[src/rtl/bm_operand_feeder_if.sv]
// bm_operand_feeder_if
//   Operand bus between a producer, the feeder FIFO and the consumer stage.
//   Push side:     push_valid, push_a, push_b, push_c, push_d (to feeder), push_ready (from feeder)
//   Consumer side: issue, a_out, b_out, c_out, d_out (from feeder)
//   Modports: slave = the feeder itself, master = the producer/consumer environment.
interface bm_operand_feeder_if #(
  parameter int BITS = 2
);
  logic            push_valid;
  logic [BITS-1:0] push_a;
  logic [BITS-1:0] push_b;
  logic            push_c;
  logic            push_d;
  logic            push_ready;
  logic            issue;
  logic [BITS-1:0] a_out;
  logic [BITS-1:0] b_out;
  logic            c_out;
  logic            d_out;

  modport slave (
    input  push_valid, push_a, push_b, push_c, push_d,
    output push_ready, issue, a_out, b_out, c_out, d_out
  );

  modport master (
    output push_valid, push_a, push_b, push_c, push_d,
    input  push_ready, issue, a_out, b_out, c_out, d_out
  );
endinterface

[src/rtl/bm_operand_feeder.sv]
// bm_operand_feeder
//   Small operand FIFO that feeds a consumer stage one registered entry per
//   pop. Idle cycles drive all-zero operands so the consumer takes its c = 0
//   path.
//   Ports:
//     clock, reset_n  single clock, synchronous active-low reset
//     hold            downstream stall; queue contents kept, pushes still accepted
//     flush           discard every queued entry (and any same-cycle push)
//     bus             push handshake in, registered operands + issue out
//     level           current occupancy, 0..DEPTH
//     drop_cnt        saturating count of refused pushes; only present when
//                     BM_FEEDER_DROP_CNT_EN is defined
module bm_operand_feeder #(
  parameter int BITS  = 2,
  parameter int DEPTH = 4
) (
  input  logic                     clock,
  input  logic                     reset_n,
  input  logic                     hold,
  input  logic                     flush,
  bm_operand_feeder_if.slave       bus,
`ifdef BM_FEEDER_DROP_CNT_EN
  output logic [7:0]               drop_cnt,
`endif
  output logic [$clog2(DEPTH):0]   level
);
  localparam int PW = $clog2(DEPTH);
  localparam int LW = PW + 1;
  localparam int EW = 2 * BITS + 2;

  typedef enum logic [1:0] {IDLE, RUN, PAUSE} state_t;

  state_t          state, state_nx;
  logic [PW-1:0]   rd_ptr, wr_ptr;
  logic [EW-1:0]   mem [DEPTH];
  logic [LW-1:0]   level_nx;
  logic            do_push, do_pop;

  // Readiness depends only on current occupancy, not on a same-cycle pop.
  assign bus.push_ready = reset_n && (level < LW'(DEPTH));

  always_comb begin
    do_push  = bus.push_valid && bus.push_ready && !flush;
    do_pop   = (state == RUN) && !hold && !flush;
    level_nx = level;
    state_nx = IDLE;
    if (flush) begin
      level_nx = '0;
    end else begin
      case ({do_push, do_pop})
        2'b10:   level_nx = level + LW'(1);
        2'b01:   level_nx = level - LW'(1);
        default: level_nx = level;
      endcase
    end
    // State follows the post-update level, so a fresh push into an empty
    // queue only becomes poppable in the following cycle.
    if (level_nx == '0) state_nx = IDLE;
    else if (hold)      state_nx = PAUSE;
    else                state_nx = RUN;
  end

  always_ff @(posedge clock) begin
    if (!reset_n) begin
      state     <= IDLE;
      level     <= '0;
      rd_ptr    <= '0;
      wr_ptr    <= '0;
      bus.issue <= 1'b0;
      bus.a_out <= '0;
      bus.b_out <= '0;
      bus.c_out <= 1'b0;
      bus.d_out <= 1'b0;
    end else begin
      state <= state_nx;
      level <= level_nx;
      if (flush) begin
        rd_ptr <= '0;
        wr_ptr <= '0;
      end else begin
        // DEPTH is a power of two, so natural overflow is the modulo wrap.
        if (do_push) wr_ptr <= wr_ptr + PW'(1);
        if (do_pop)  rd_ptr <= rd_ptr + PW'(1);
      end
      bus.issue <= do_pop;
      if (do_pop) {bus.a_out, bus.b_out, bus.c_out, bus.d_out} <= mem[rd_ptr];
      else        {bus.a_out, bus.b_out, bus.c_out, bus.d_out} <= '0;
    end
  end

  // Storage is not reset; occupancy and pointers alone define validity.
  always_ff @(posedge clock) begin
    if (do_push) mem[wr_ptr] <= {bus.push_a, bus.push_b, bus.push_c, bus.push_d};
  end

`ifdef BM_FEEDER_DROP_CNT_EN
  // Flush deliberately leaves this count alone; only reset clears it.
  always_ff @(posedge clock) begin
    if (!reset_n)
      drop_cnt <= 8'd0;
    else if (bus.push_valid && !bus.push_ready && (drop_cnt != 8'hFF))
      drop_cnt <= drop_cnt + 8'd1;
  end
`endif
endmodule

[src/flat_wrapper.sv]
// flat-port wrapper written by rule: the top's interface ports become plain ports
module bm_operand_feeder_flat 
#(
  parameter int BITS  = 2,
  parameter int DEPTH = 4
)
  (clock, reset_n, hold, flush, level, bus_push_valid, bus_push_a, bus_push_b, bus_push_c, bus_push_d, bus_push_ready, bus_issue, bus_a_out, bus_b_out, bus_c_out, bus_d_out);
  bm_operand_feeder_if #(.BITS(BITS)) bus_i ();
  input  logic clock;
  input  logic reset_n;
  input  logic hold;
  input  logic flush;
  output logic [$clog2(DEPTH):0] level;
  input wire logic [$bits(bus_i.push_valid)-1:0] bus_push_valid;
  input wire logic [$bits(bus_i.push_a)-1:0] bus_push_a;
  input wire logic [$bits(bus_i.push_b)-1:0] bus_push_b;
  input wire logic [$bits(bus_i.push_c)-1:0] bus_push_c;
  input wire logic [$bits(bus_i.push_d)-1:0] bus_push_d;
  output wire logic [$bits(bus_i.push_ready)-1:0] bus_push_ready;
  output wire logic [$bits(bus_i.issue)-1:0] bus_issue;
  output wire logic [$bits(bus_i.a_out)-1:0] bus_a_out;
  output wire logic [$bits(bus_i.b_out)-1:0] bus_b_out;
  output wire logic [$bits(bus_i.c_out)-1:0] bus_c_out;
  output wire logic [$bits(bus_i.d_out)-1:0] bus_d_out;
  assign bus_i.push_valid = bus_push_valid;
  assign bus_i.push_a = bus_push_a;
  assign bus_i.push_b = bus_push_b;
  assign bus_i.push_c = bus_push_c;
  assign bus_i.push_d = bus_push_d;
  assign bus_push_ready = bus_i.push_ready;
  assign bus_issue = bus_i.issue;
  assign bus_a_out = bus_i.a_out;
  assign bus_b_out = bus_i.b_out;
  assign bus_c_out = bus_i.c_out;
  assign bus_d_out = bus_i.d_out;
  bm_operand_feeder #(.BITS(BITS), .DEPTH(DEPTH)) u_core (.clock(clock), .reset_n(reset_n), .hold(hold), .flush(flush), .bus(bus_i), .level(level));
endmodule
[config.mk]
export PLATFORM = sky130hd
export DESIGN_NAME = bm_operand_feeder_flat
export DESIGN_NICKNAME = d
export VERILOG_FILES = /design/src/rtl/bm_operand_feeder_if.sv /design/src/rtl/bm_operand_feeder.sv /design/src/flat_wrapper.sv
export SDC_FILE = /design/constraint.sdc
export NUM_CORES = 1
export LEC_CHECK = 0
export CAP_MARGIN = 20
export CORE_ASPECT_RATIO = 1.5
export CORE_MARGIN = 4
export CORE_UTILIZATION = 40
export CTS_CLUSTER_SIZE = 12
export DETAILED_ROUTE_END_ITERATION = 10
export DONT_BUFFER_PORTS = 1
export HOLD_SLACK_MARGIN = 0.03
export PLACE_DENSITY = 0.66
export SYNTH_ARGS = -nofsm -noshare
export SYNTH_HDL_FRONTEND = slang
export SYNTH_SLANG_ARGS = --single-unit
[constraint.sdc]
create_clock -name clock -period 2.2 [get_ports clock]
set_input_delay 0.22 -clock clock [delete_from_list [all_inputs] [get_ports clock]]
set_output_delay 0.22 -clock clock [all_outputs]
set_load 0.01 [all_outputs]
==> results.json <==
{
  "outcome": "finished clean",
  "dieWidth_um": 59.4,
  "slew-limit-headroom": 0.664,
  "fp.dieArea_mm2": 0.00505,
  "drc": 0,
  "crit_path_max_fo": 3,
  "relative_contribution_of_combinational_cells_to_total_power": 0.035,
  "r2r_setup_slack_ns": 0.13,
  "worst_pin_slew_ns": 0.504,
  "power.static_leakage_nw": 0.646,
  "critical_path_class": "register to register",
  "finalHoldViolations": 0,
  "overall_routed_net_length_mm": 2.49,
  "crit-reg2reg-capture": "u_core.state[0]",
  "finalSetupViolations": 0,
  "clk_latency_ns": 0.29,
  "pin_count_of_the_biggest_net_entering_global_routing": 13,
  "postLayoutCoreUtil": 0.486,
  "drtPass1Iterations": 4,
  "seq_power_share": 0.586,
  "timing.hold.worst.start": "hold",
  "holdPathEnd": "u_core.state[1]",
  "timing.reg2reg.worst_path_depth": 8,
  "synth_cell_type_count": 26,
  "worstPathArrival_ns": 2.24,
  "globalRoute.totalOverflow": 0,
  "hold_path_depth": 2,
  "grt_util_all_layers": 0.116,
  "synth_top_cells_by_area": "sky130_fd_sc_hd__edfxtp_1 (45%), sky130_fd_sc_hd__dfxtp_1 (20%), sky130_fd_sc_hd__mux4_2 (8.5%)",
  "cts-htree-levels": 2,
  "clockRootBuffer": "sky130_fd_sc_hd__clkbuf_8",
  "route.detailed.vias_per_inst": 5.21,
  "period_utilization": 0.943,
  "timing.critical_path.required_ns": 2.36,
  "worst_clock_skew_ns": 0.00833,
  "synth_fp_nets": 119,
  "p_sw_frac": 0.189,
  "cell_count_after_synthesis": 102,
  "chipHeight_um": 85.1,
  "internal-power_mw": 1.11,
  "cts.reportedPaths.clkPinSlew_ns": 0.07,
  "maxClockFrequency_ghz": 0.482,
  "report.final.slew_viol_count": 0,
  "ys_seq_area_frac": 0.657,
  "end_kind": "register",
  "reg_to_reg_start": "u_core.level[2]",
  "grt_pass1_vias": 866,
  "power_density_mw_per_mm2": 752,
  "detailed_placement_wirelength_estimate_mm": 1.75,
  "rows": 27,
  "crit_path_from": "u_core.level[2]",
  "post-place-cells": 144,
  "yosys_register_bits": 40,
  "cp-start-kind": "register",
  "post-synth-top-area-cell": "sky130_fd_sc_hd__edfxtp_1",
  "synth_largest_type_area_fraction": 0.455,
  "antenna_cells_inserted": 0,
  "layout-area-overhead-vs-synth_pct": 14.9,
  "first_iter_violations": 14,
  "initial_core_util": 0.423,
  "coreArea_mm2": 0.00375,
  "design.final.nets": 132,
  "clock_group_share_of_total_power": 0.378,
  "grt_antenna_before_repair": 0,
  "cts_tree": "done",
  "worst_hold_path_type": "input pin to register",
  "synth-warning-count": 0,
  "ant_nets": 0,
  "vias": 828,
  "n_fill_cell": 324,
  "stdcell_count": 159,
  "post_synth_instance_area_mm2": 0.00159,
  "global_route_wire_length_before_repair_mm": 4.17,
  "period_minus_slack_ns": 2.07,
  "cts.path.max_buffers": 2,
  "routabilityCongestion": 0.759,
  "tritoncts_sinks": 40,
  "cts_inserted_buffers": 5,
  "max_cap_violations": 0,
  "routedWlPerCell_um": 15.6,
  "port_buffers": 0,
  "io-pin-count": 22,
  "layout-drive-gt1-share": 0.172,
  "postSynthAreaPerCell_um2": 15.5,
  "power_switching_mw": 0.260,
  "worst_ir_drop_vdd_uv": 523
}
-- kinds of logic after synthesis --
logic type	after synthesis	synth area share
AO/OA/AOI/OAI	5	0.0197
XOR/XNOR	5	0.0276
buffers and inverters	8	0.0245
adder cells (fa/ha/maj)	6	0.0521
flip-flops	40	0.657
multiplexers	9	0.104
AND/OR/NAND/NOR	29	0.115
-- placed cells by master, fill, tap and decap left out, drive strengths merged --
cell / synthesis / routed
mux2i: 3 / 3
o32ai: 1 / 1
a211oi: 1 / 1
fa: 1 / 1
mux4: 6 / 6
inv: 4 / 4
nand2: 2 / 2
nor4bb: 1 / 1
nand2b: 3 / 3
a21oi: 2 / 2
or4b: 1 / 1
nor4b: 1 / 1
o21ai: 1 / 1
clkbuf: 2 / 8
nor2b: 9 / 9
xnor2: 4 / 4
edfxtp: 24 / 24
ha: 5 / 5
and3: 5 / 5
dfxtp: 16 / 16
dlygate4sd3: 0 / 7
buf: 2 / 3
nor2: 6 / 6
xor2: 1 / 1
and2: 1 / 1
-- critical path, cell delays in order (launching register included) --
cell and delay, ns:
sky130_fd_sc_hd__dfxtp_1 0.31, sky130_fd_sc_hd__nor2b_1 0.15, sky130_fd_sc_hd__and2_1 0.14, sky130_fd_sc_hd__inv_1 0.04, sky130_fd_sc_hd__ha_1 0.27, sky130_fd_sc_hd__fa_1 0.47, sky130_fd_sc_hd__xor2_2 0.23, sky130_fd_sc_hd__mux2i_1 0.25
sky130_fd_sc_hd__a211oi_1 0.09
-- sequential cells by signal, indices dropped and copies added (netlist names) --
name / count
u_core.bus.b_out: 2
u_core.level: 3
u_core.mem: 24
u_core.bus.a_out: 2
u_core.wr_ptr: 2
u_core.bus.c_out: 1
u_core.rd_ptr: 2
u_core.bus.d_out: 1
u_core.bus.issue: 1
u_core.state: 2
-- area by class of cell --
class	instances	area, µm²	share of cell area
Tap cell	43	53.8	0.0295
Timing Repair Buffer	10	92.6	0.0508
Multi-Input combinational cell	54	519	0.285
Clock buffer	8	100	0.0549
Sequential cell	40	1040	0.571
Inverter	4	15.0	0.00824
-- per-layer routing --
metal,global-route usage,routed length [µm],vias to the layer above
met5,0,0,-
met4,0.0680,76,0
met3,0.0533,152,8
met2,0.185,1340,24
met1,0.123,923,406
li1,-,-,390
-- cells in the mapped netlist --
| library cell | instances |
|---|---|
| sky130_fd_sc_hd__dfxtp_1 | 16 |
| sky130_fd_sc_hd__buf_2 | 1 |
| sky130_fd_sc_hd__and2_1 | 1 |
| sky130_fd_sc_hd__fa_1 | 1 |
| sky130_fd_sc_hd__nor2b_1 | 9 |
| sky130_fd_sc_hd__clkbuf_1 | 2 |
| sky130_fd_sc_hd__buf_6 | 1 |
| sky130_fd_sc_hd__o21ai_0 | 1 |
| sky130_fd_sc_hd__mux2i_1 | 3 |
| sky130_fd_sc_hd__ha_1 | 5 |
| sky130_fd_sc_hd__nor4b_1 | 1 |
| sky130_fd_sc_hd__nor4bb_1 | 1 |
| sky130_fd_sc_hd__nand2b_4 | 1 |
| sky130_fd_sc_hd__inv_1 | 4 |
| sky130_fd_sc_hd__edfxtp_1 | 24 |
| sky130_fd_sc_hd__xnor2_1 | 4 |
| sky130_fd_sc_hd__nor2_1 | 6 |
| sky130_fd_sc_hd__a21oi_1 | 2 |
| sky130_fd_sc_hd__and3_1 | 5 |
| sky130_fd_sc_hd__nand2b_1 | 2 |
| sky130_fd_sc_hd__mux4_2 | 6 |
| sky130_fd_sc_hd__o32ai_1 | 1 |
| sky130_fd_sc_hd__xor2_1 | 1 |
| sky130_fd_sc_hd__a211oi_1 | 1 |
| sky130_fd_sc_hd__or4b_4 | 1 |
| sky130_fd_sc_hd__nand2_1 | 2 |
-- power groups by stage --
stage | Combinational, mW | Clock, mW | Sequential [mW]
3_5_place_dp | 0.0342 | 0 | 0.821
3_3_place_gp | 0.0329 | 0 | 0.820
4_1_cts | 0.0487 | 0.532 | 0.804
5_1_grt | 0.0550 | 0.562 | 0.804
6_report | 0.0485 | 0.519 | 0.804
2_1_floorplan | 0.0282 | 0 | 0.820
-- per-stage QoR --
stage               setup TNS [ns]  setup WS (ns)  hold slack (ns)  area (µm²)  power, mW
floorplan                        0         0.0139            0.298        1590      0.848
global placement                 0          0.207            0.300        1640      0.853
detailed placement               0         0.0594            0.302        1640      0.855
CTS                              0         0.0376           0.0392        1810       1.38
global route              -0.00200       -0.00200           0.0480        1820       1.42
finish                           0          0.126           0.0478        1820       1.37
-- repair_timing --
action	in CTS	in global routing
gates resized for setup	0	2
hold buffers	7	0
buffers inserted	0	0
setup endpoints to repair	0	2
endpoints found under the hold margin	25	0
-- how the worst max path moves through the flow --
stage,endpoint,depth (start not counted)
after floorplan,u_core.state[0],9
after detailed placement,u_core.state[0],6
after global placement,u_core.state[0],6
final,u_core.state[0],8
after global routing,u_core.state[1],8
after CTS,u_core.state[0],6
(Power assumes the default switching activity.)
